## config.mk

```make
export PLATFORM = sky130hd
export DESIGN_NAME = uart_tx_scheduler
export DESIGN_NICKNAME = d
export VERILOG_FILES = /design/src/rtl/uart_pkg.sv /design/src/rtl/uart_tx_scheduler_rr_arbiter.sv /design/src/rtl/uart_tx_scheduler.sv
export SDC_FILE = /design/constraint.sdc
export NUM_CORES = 1
export LEC_CHECK = 0
export CAP_MARGIN = 20
export CORE_ASPECT_RATIO = 1.75
export CORE_MARGIN = 2
export CORE_UTILIZATION = 63
export DETAILED_ROUTE_END_ITERATION = 8
export DONT_BUFFER_PORTS = 1
export GPL_ROUTABILITY_DRIVEN = 0
export PLACE_DENSITY_LB_ADDON = 0.2
export RECOVER_POWER = 25
export SLEW_MARGIN = 10
export SYNTH_ARGS = -nofsm -noshare
export SYNTH_HDL_FRONTEND = slang
export SYNTH_SLANG_ARGS = --single-unit
```

## constraint.sdc

```tcl
create_clock -name clk -period 2.1 [get_ports clk]
set_input_delay 0.315 -clock clk [delete_from_list [all_inputs] [get_ports clk]]
set_output_delay 0.315 -clock clk [all_outputs]
set_load 0.005 [all_outputs]
```

## src/rtl/uart_pkg.sv

```systemverilog
// Shared definitions for the uart transmit-side blocks.
package uart_pkg;

  localparam int unsigned UART_DATA_W     = 9;
  localparam int unsigned TIMEOUT_DEFAULT = 4096;

  typedef enum logic [2:0] {
    IDLE,
    ISSUE,
    WAIT_BUSY,
    WAIT_DONE,
    CFG_SET
  } sched_state_t;

endpackage

```

## src/rtl/uart_tx_scheduler_rr_arbiter.sv

```systemverilog
// Combinational round-robin arbiter: searches from ptr+1 upward, wrapping,
// and returns the first requester found as one-hot, index and any flag.
module rr_arbiter #(
  parameter int unsigned N  = 4,
  parameter int unsigned IW = $clog2(N)
) (
  input  logic [N-1:0]  req,
  input  logic [IW-1:0] ptr,
  output logic [N-1:0]  grant,
  output logic [IW-1:0] idx,
  output logic          any
);

  always_comb begin
    int unsigned j;
    grant = '0;
    idx   = '0;
    any   = 1'b0;
    j     = 0;
    for (int unsigned i = 1; i <= N; i++) begin
      j = (32'(ptr) + i) % N;
      if (!any && req[j[IW-1:0]]) begin
        any              = 1'b1;
        grant[j[IW-1:0]] = 1'b1;
        idx              = j[IW-1:0];
      end
    end
  end

endmodule

```

## src/rtl/uart_tx_scheduler.sv

```systemverilog
// Shares one uart transmitter between NUM_REQ requesters (round-robin) and
// serialises uart reconfiguration so it only happens while tx is idle.
module uart_tx_scheduler
  import uart_pkg::*;
#(
  parameter int unsigned NUM_REQ       = 4,
  parameter int unsigned TIMEOUT       = TIMEOUT_DEFAULT,
  parameter int unsigned TIMEOUT_WIDTH = 13
) (
  input  logic                           clk,
  input  logic                           rst_n,
  input  logic [NUM_REQ-1:0]             req_valid,
  input  logic [NUM_REQ*UART_DATA_W-1:0] req_data,
  output logic [NUM_REQ-1:0]             req_ack,
  input  logic                           cfg_req,
  output logic                           cfg_done,
  output logic [UART_DATA_W-1:0]         uart_tx_data,
  output logic                           uart_tx,
  input  logic                           uart_tx_busy,
  output logic                           uart_config_set,
  input  logic                           uart_config_ack,
  output logic [$clog2(NUM_REQ)-1:0]     grant_id,
  output logic                           err_timeout
);

  localparam int unsigned IW = $clog2(NUM_REQ);
  localparam logic [TIMEOUT_WIDTH-1:0] CNT_LAST = TIMEOUT_WIDTH'(TIMEOUT - 1);

  sched_state_t               state_q, state_d;
  logic [IW-1:0]              ptr_q, ptr_d;
  logic [IW-1:0]              gid_q, gid_d;
  logic [UART_DATA_W-1:0]     data_q, data_d;
  logic [TIMEOUT_WIDTH-1:0]   cnt_q, cnt_d;
  logic                       cfg_first_q, cfg_first_d;

  logic [NUM_REQ-1:0] arb_grant;
  logic [IW-1:0]      arb_idx;
  logic               arb_any;

  rr_arbiter #(.N(NUM_REQ), .IW(IW)) u_arb (
    .req   (req_valid),
    .ptr   (ptr_q),
    .grant (arb_grant),
    .idx   (arb_idx),
    .any   (arb_any)
  );

  always_comb begin
    state_d         = state_q;
    ptr_d           = ptr_q;
    gid_d           = gid_q;
    data_d          = data_q;
    cnt_d           = cnt_q;
    cfg_first_d     = cfg_first_q;
    uart_tx         = 1'b0;
    req_ack         = '0;
    cfg_done        = 1'b0;
    uart_config_set = 1'b0;
    err_timeout     = 1'b0;
    case (state_q)
      IDLE: begin
        // cfg_first makes config and data alternate when both are pending
        if (!uart_tx_busy) begin
          if (cfg_req && (cfg_first_q || !(|req_valid))) begin
            state_d = CFG_SET;
            cnt_d   = '0;
          end else if (arb_any) begin
            data_d  = req_data[32'(arb_idx)*UART_DATA_W +: UART_DATA_W];
            ptr_d   = arb_idx;
            gid_d   = arb_idx;
            state_d = ISSUE;
          end
        end
      end
      ISSUE: begin
        uart_tx        = 1'b1;
        req_ack[gid_q] = 1'b1;
        cnt_d          = '0;
        state_d        = WAIT_BUSY;
      end
      WAIT_BUSY: begin
        if (uart_tx_busy) begin
          state_d = WAIT_DONE;
        end else if (cnt_q == CNT_LAST) begin
          err_timeout = 1'b1;
          state_d     = IDLE;
        end else begin
          cnt_d = cnt_q + TIMEOUT_WIDTH'(1);
        end
      end
      WAIT_DONE: begin
        if (!uart_tx_busy) begin
          cfg_first_d = 1'b1;
          state_d     = IDLE;
        end
      end
      CFG_SET: begin
        uart_config_set = 1'b1;
        if (uart_config_ack) begin
          cfg_done    = 1'b1;
          cfg_first_d = 1'b0;
          state_d     = IDLE;
        end else if (cnt_q == CNT_LAST) begin
          err_timeout = 1'b1;
          state_d     = IDLE;
        end else begin
          cnt_d = cnt_q + TIMEOUT_WIDTH'(1);
        end
      end
      default: state_d = IDLE;
    endcase
  end

  always_ff @(posedge clk) begin
    if (!rst_n) begin
      state_q     <= IDLE;
      ptr_q       <= IW'(NUM_REQ - 1);
      gid_q       <= '0;
      data_q      <= '0;
      cnt_q       <= '0;
      cfg_first_q <= 1'b1;
    end else begin
      state_q     <= state_d;
      ptr_q       <= ptr_d;
      gid_q       <= gid_d;
      data_q      <= data_d;
      cnt_q       <= cnt_d;
      cfg_first_q <= cfg_first_d;
    end
  end

  assign uart_tx_data = data_q;
  assign grant_id     = gid_q;

endmodule
```

=== Word level (Yosys, flattened, before mapping) ===
Index checks and enable logic that the tools add are counted.

* Logic and storage cells: 95
* Output and inout port bits: 19
* Flip-flop bits (word level): 30
* Bits of input ports: 45

* Add/sub/neg operators: 5
* Shift-type cells: 1
* Equal/unequal tests: 12
* Reductions and logical operators: 18
* $mul: 1
* Bitwise operators: 2
* Muxes and demuxes: 44
* $lt $le $gt $ge: 6

{| class="wikitable"
|+ Operator list
! kind !! count
|-
| two-way mux 13 bit || 5
|-
| one-hot mux 13 bit (4 select lines) || 1
|-
| indexed part select 36 x 7 -> 9 bit || 1
|-
| two-way mux 3 bit || 7
|-
| two-way mux 1 bit || 18
|-
| less-than comparator 2 x 3 -> 1 bit, second input constant || 5
|-
| one-hot mux 3 bit (5 select lines) || 1
|-
| adder 13 x 1 -> 13 bit, second input constant || 1
|-
| equality test 13 x 12 -> 1 bit, second input constant || 1
|-
| != test 2 bit, second input constant || 6
|-
| binary-select mux 1 bit (select 2 bit) || 4
|-
| two-way mux 2 bit || 4
|-
| equality test 3 x 2 -> 1 bit, second input constant || 2
|-
| multiplier 2 x 4 -> 6 bit, second input constant || 1
|-
| AND reduction 3 bit || 2
|-
| logical AND 1 bit || 5
|-
| AND reduction 5 bit || 1
|-
| adder 2 x 1 -> 2 bit, second input constant || 2
|-
| adder 2 bit, second input constant || 2
|-
| logical NOT 1 bit || 4
|-
| two-way mux 4 bit || 1
|-
| one-hot mux 1 bit (2 select lines) || 2
|-
| AND reduction 4 bit || 1
|-
| nonzero test 4 bit || 1
|-
| 10 further kinds || 11
|}

=== Depth between registers and ports, before layout ===
* Word-level depth: 17
* Depth in mapped cells: 6
* Mapped depth without buffers: 6

=== Modules after synthesis ===
Synthesis repeated with hierarchy kept, for this count alone.

* Cell total of the unflattened synthesis: 273
* Area total of the unflattened synthesis: 2346.0 um2

{| class="wikitable"
|+ By module, submodules not included
! module !! cells an instance !! sequential area each (um2) !! area an instance (um2) !! times used
|-
| uart_tx_scheduler || 205 || 600.6 || 1820.5 || 1
|-
| rr_arbiter || 68 || 0.0 || 525.5 || 1
|}

=== Worst setup path before layout ===
Ideal clock, no wire load.

* Path kind: reg2reg
* Start: register ptr_q[0]
* End: register data_q[8], in the netlist uart_tx_data[8]
* Clock period less this slack: 1.931 ns
* Setup slack: 0.169 ns
* Required time: 1.978 ns
* Path buffers: 1
* Setup time: 0.122 ns
* Stages on the path, launching flop included: 7
* Data arrival time: 1.810 ns
* Path through: dfxtp_1 -> nand2b_1 -> a21oi_1 -> a211oi_4 -> buf_6 -> mux2_4 -> a221o_1

* Longest elaborated chain between the ends: 15
* Elaborated cells on any way between the ends: 29
* Those cells by class: add/sub (4); mul (1); shift (1); mux (16); reduce/logical (7)

{| class="wikitable"
|+ Ends and longest elaborated chain
! element !! RTL line !! text
|-
| start: declaration || uart_tx_scheduler.sv:30 || <nowiki>logic [IW-1:0] ptr_q, ptr_d;</nowiki>
|-
| start signal: assignment || uart_tx_scheduler.sv:117 || <nowiki>ptr_q <= IW'(NUM_REQ - 1);</nowiki>
|-
| start signal: assignment || uart_tx_scheduler.sv:124 || <nowiki>ptr_q <= ptr_d;</nowiki>
|-
| adder 2 x 1 -> 2 bit || uart_tx_scheduler_rr_arbiter.sv:21 || <nowiki>j = (32'(ptr) + i) % N;</nowiki>
|-
| binary-select mux 1 bit (select 2 bit) || uart_tx_scheduler_rr_arbiter.sv:22 || <nowiki>if (!any && req[j[IW-1:0]]) begin</nowiki>
|-
| two-way mux 1 bit (not written as such) || uart_tx_scheduler_rr_arbiter.sv:22 ||
|-
| two-way mux 1 bit || uart_tx_scheduler_rr_arbiter.sv:22 ||
|-
| logical NOT 1 bit || uart_tx_scheduler_rr_arbiter.sv:22 ||
|-
| logical AND 1 bit || uart_tx_scheduler_rr_arbiter.sv:22 ||
|-
| two-way mux 1 bit || uart_tx_scheduler_rr_arbiter.sv:22 ||
|-
| logical NOT 1 bit || uart_tx_scheduler_rr_arbiter.sv:22 ||
|-
| logical AND 1 bit || uart_tx_scheduler_rr_arbiter.sv:22 ||
|-
| two-way mux 1 bit || uart_tx_scheduler_rr_arbiter.sv:22 ||
|-
| logical NOT 1 bit || uart_tx_scheduler_rr_arbiter.sv:22 ||
|-
| logical AND 1 bit || uart_tx_scheduler_rr_arbiter.sv:22 ||
|-
| two-way mux 2 bit || uart_tx_scheduler_rr_arbiter.sv:22 ||
|-
| multiplier 2 x 4 -> 6 bit || uart_tx_scheduler.sv:68 || <nowiki>data_d = req_data[32'(arb_idx)*UART_DATA_W +: UART_DATA_W];</nowiki>
|-
| indexed part select 36 x 7 -> 9 bit || uart_tx_scheduler.sv:68 ||
|-
| end signal: assignment || uart_tx_scheduler.sv:126 || <nowiki>data_q <= data_d;</nowiki>
|-
| end: declaration || uart_tx_scheduler.sv:32 || <nowiki>logic [UART_DATA_W-1:0] data_q, data_d;</nowiki>
|}

Parallel ways exist; a longest one is shown, timed or not. The select of a mux whose other input is x is not followed.
A chain may end at the register's enable or synchronous reset.

=== Worst setup path after layout ===
* Start: register cnt_q[0]
* End: register cnt_q[5]

* Longest elaborated chain between the ends: 4
* Elaborated cells on any way between the ends: 6
* Those cells by class: add/sub (1); eq/ne (1); mux (4)

{| class="wikitable"
|+ Ends and longest elaborated chain
! element !! RTL line !! text
|-
| start: declaration || uart_tx_scheduler.sv:33 || <nowiki>logic [TIMEOUT_WIDTH-1:0] cnt_q, cnt_d;</nowiki>
|-
| start signal: assignment || uart_tx_scheduler.sv:127 || <nowiki>cnt_q <= cnt_d;</nowiki>
|-
| adder 13 x 1 -> 13 bit / equality test 13 x 12 -> 1 bit (equally long branches) || - ||
|-
| two-way mux 13 bit (*) || uart_tx_scheduler.sv:84, uart_tx_scheduler.sv:103 ||
|-
| two-way mux 13 bit (on tied branches) || uart_tx_scheduler.sv:99, uart_tx_scheduler.sv:82 ||
|-
| one-hot mux 13 bit (4 select lines) (*) || uart_tx_scheduler.sv:60 || <nowiki>case (state_q)</nowiki>
|}

Mark *: on every way between the ends. The rest lies on a longest branch, timed or not. The select of a mux whose other input is x is not followed.

==> implementation parameters <==
Parameter                              Value

Hold path
  Cells on Worst Hold Path ... 1
  Min-Delay Startpoint ... rst_n
  Worst hold path class ... in2reg
  Endpoint, Worst Hold ... ptr_q[1]$_SDFFE_PN1P_

Synthesis
  Proportion of netlist area held by the largest area contributor ... 0.325
  Number of synthesized register bits ... 30
  Post-synthesis sequential area ratio ... 0.325
  Ranking of synthesized cells by area ... sky130_fd_sc_hd__dfxtp_1 (32%), sky130_fd_sc_hd__mux2_4 (7.3%), sky130_fd_sc_hd__mux2_2 (5.5%)
  Post-synth cell types ... 47
  Number of warnings issued by yosys ... 0
  Predominant post-synthesis flop cell ... sky130_fd_sc_hd__dfxtp_1
  Synth Cell Area ... 1850 um^2
  Number of nets produced by synthesis ... 256
  Share of flip-flops with an asynchronous set or reset ... 0
  Synth Instances ... 210
  Avg Inst Size Synth ... 8.81 um^2
  Biggest area consumer among synthesized cells ... sky130_fd_sc_hd__dfxtp_1
  Post-synth EDFFs ... 0

Critical path
  Worst reg2reg startpoint ... cnt_q[0]$_SDFFE_PN0P_
  Type of destination of the critical path ... register
  Endpoint required time on the critical path ... 2.30 ns
  Worst r2r path cells ... 6
  Crit path arrival time ... 2.19 ns
  Register-to-register setup slack ... 0.11 ns
  First element of the critical path ... cnt_q[0]$_SDFFE_PN0P_
  Peak fanout along the critical path ... 8
  Critical Setup Path Class ... reg2reg
  Critical Path Source Type ... register
  Worst r2r dst ... cnt_q[5]$_SDFFE_PN0P_

STA
  Fmax ... 503 MHz
  Worst clock skew on the final layout ... 0.00722 ns
  Slack of the critical path ... 0.112 ns
  Total negative slack for setup checks ... 0 ns
  Setup repair after global routing missed its margin ... no
  Slew at the pin with the worst max-slew slack ... 0.595 ns
  Max transition margin ... 0.601
  Setup violations, final ... 0
  Hold violation total from the final report ... 0
  Shortest period the worst path allows ... 1.99 ns
  Number of slew-limit violations in the final report ... 0
  Period utilisation layout ... 0.947

CTS
  Clock Latency Late Sink ... 0.28 ns
  Clock sink count ... 30
  H-tree level count ... 2
  Number of buffers created by CTS ... 5
  Clock slew at the register clock pins of the worst setup and hold paths ... 0.07 ns
  Clock Tree Buf Depth ... 2
  Root buffer cell ... sky130_fd_sc_hd__clkbuf_8
  Total of hold buffers inserted after clock tree synthesis ... 0
  CTS tree ... built

Routing
  Antenna Violating Nets Remaining ... 0
  Met2 layer wire length in the routed design ... 2660 um
  Sum of routed wire segments on met1 ... 1560 um
  Remaining routing DRC violations ... 0
  Total via count in the routed design ... 1675
  Number of vias per cell ... 6.86
  Number of design-rule violations left by the first detailed-router iteration ... 57
  Wirelength, routed ... 4580 um
  Met3 wire length ... 251 um
  Top routing layer in use ... met4
  Pre-Repair DR Iteration Count ... 4
  Routed len/inst ... 18.8 um

GRT
  Via count of the first global-routing pass ... 1685
  Pin count of the biggest net entering global routing ... 26
  Remaining global-route overflow ... 0
  Overall track demand over capacity in global routing ... 0.284
  Global-route wire length before repair ... 7300 um
  Antenna violations before repair ... 0

Flow run
  Number of max-cap violations ... 0

Pwr
  Peak supply drop ... 0.761 mV
  Power density cells ... 715 nW/um^2
  Leakage power figure ... 0.795 nW

Placement
  Port Buffer Count ... 0
  DP HPWL ... 3510 um
  Post-placement worst setup slack ... 0.205 ns

Die
  Core region area ... 2860 um^2
  Num ports ... 64
  Area of the die ... 3400 um^2
  Row count ... 26
  Die Ht ... 75.7 um
  Chip Width ... 45.0 um
  Starting Density ... 0.646

Finish
  Layout cells sized above 1 ... 0.218
  Antenna diodes ... 0
  Layout Area Growth over Synthesis ... 10.1%
  Post-layout nets ... 261

Run status
  Status ... complete, no violations
==> layer usage <==
metal,vias to the layer above,global-route usage
met3,12,0.0450
met2,76,0.543
met1,783,0.286
met4,0,0.131
li1,804,-
met5,-,0
==> sequential cells by signal, indices dropped and copies added (netlist names) <==
name          count
cnt_q            13
uart_tx_data      9
state_q           3
grant_id          2
ptr_q             2
cfg_first_q       1
==> layout make-up <==
class | count | area, um^2
multi-input cells | 159 | 1180
fillers | 218 | 827
flip-flops and latches | 30 | 601
clock buffers | 7 | 76.3
repair buffers | 7 | 65.1
inverters | 12 | 45.0
well taps | 28 | 35.0
clock inverters | 1 | 30.0
==> worst max-delay path by stage <==
| stage | to | slack, ns | cells after the start |
|---|---|---|---|
| 2_1_floorplan | uart_tx_data[8]$_SDFFE_PN0P_ | 0.17 | 6 |
| 3_3_place_gp | uart_tx_data[3]$_SDFFE_PN0P_ | 0.24 | 6 |
| 3_5_place_dp | uart_tx_data[1]$_SDFFE_PN0P_ | 0.21 | 6 |
| 4_1_cts | err_timeout | 0.13 | 3 |
| 5_1_grt | cnt_q[5]$_SDFFE_PN0P_ | 0.04 | 6 |
| 6_report | cnt_q[5]$_SDFFE_PN0P_ | 0.11 | 6 |
==> critical path, stage by stage, from the launching register on <==
cell	delay, ns
sky130_fd_sc_hd__dfxtp_1	0.37
sky130_fd_sc_hd__ha_1	0.26
sky130_fd_sc_hd__nand3_2	0.14
sky130_fd_sc_hd__or4_4	0.56
sky130_fd_sc_hd__a21oi_2	0.27
sky130_fd_sc_hd__o21ai_4	0.14
sky130_fd_sc_hd__a31oi_1	0.18
==> cells in the final DEF, fill, tap and decap left out, drive strengths merged, types with 4 or more instances in the layout <==
master / count
nor3: 7
nor4: 5
nand2: 15
and2: 4
dfxtp: 30
a31oi: 8
and3: 16
mux2: 18
a21oi: 7
nand2b: 4
nand4: 6
nand3: 9
nor3b: 5
a221o: 9
o21ai: 15
inv: 12
buf: 7
nor2: 9
clkbuf: 7
==> cell families (layout without fill, tap and decap cells) <==
family                   count (synthesis)  count (layout)  share of synthesized area
multiplexers                            20              20                      0.139
AO/OA/AOI/OAI                           55              55                      0.223
flip-flops                              30              30                      0.325
XOR/XNOR                                 1               1                    0.00474
buffers and inverters                   21              27                     0.0487
AND/OR/NAND/NOR                         82              82                      0.254
adder cells (fa/ha/maj)                  1               1                    0.00676
==> metrics by stage <==
stage	cell area [um^2]	std cells	power [mW]	hold slack (ns)	util
floorplan	1850	210	0.846	0.447	-
global placement	1900	236	0.888	0.393	0.665
detailed placement	1900	236	0.898	0.396	0.665
CTS	2010	244	1.45	0.117	0.702
global route	2040	244	1.51	0.123	0.711
finish	2040	244	1.45	0.121	0.711
==> Yosys cell counts (2+ instances only) <==
cell type and instances:
sky130_fd_sc_hd__nand4_1 6, sky130_fd_sc_hd__dfxtp_1 30, sky130_fd_sc_hd__o21a_1 2, sky130_fd_sc_hd__nor4_2 2
sky130_fd_sc_hd__and2_1 4, sky130_fd_sc_hd__nor2_1 9, sky130_fd_sc_hd__o21ai_0 6, sky130_fd_sc_hd__o31a_1 3
sky130_fd_sc_hd__mux2_2 9, sky130_fd_sc_hd__nand3_1 8, sky130_fd_sc_hd__mux2_4 9, sky130_fd_sc_hd__nor4_1 3
sky130_fd_sc_hd__nand2_1 15, sky130_fd_sc_hd__buf_2 3, sky130_fd_sc_hd__and3_1 16, sky130_fd_sc_hd__a31oi_1 8
sky130_fd_sc_hd__nor3b_1 5, sky130_fd_sc_hd__clkbuf_1 4, sky130_fd_sc_hd__a221o_1 9, sky130_fd_sc_hd__inv_1 11
sky130_fd_sc_hd__a21oi_1 6, sky130_fd_sc_hd__nand2b_1 4, sky130_fd_sc_hd__o21ai_1 8, sky130_fd_sc_hd__nor3_1 6
sky130_fd_sc_hd__mux2i_1 2
==> power breakdown <==
part           switching (mW)  internal, mW  leakage, nW
Clock                   0.205         0.355       0.0524
Combinational           0.129         0.137        0.499
Sequential             0.0320         0.597        0.244
==> timing repair <==
action / CTS / global route
setup endpoints to repair: 0 / 5
setup buffers: 0 / 0
gates resized for setup: 0 / 5
hold endpoints to repair: 0 / 0
No activity file was read; power rests on OpenSTA's default activity.
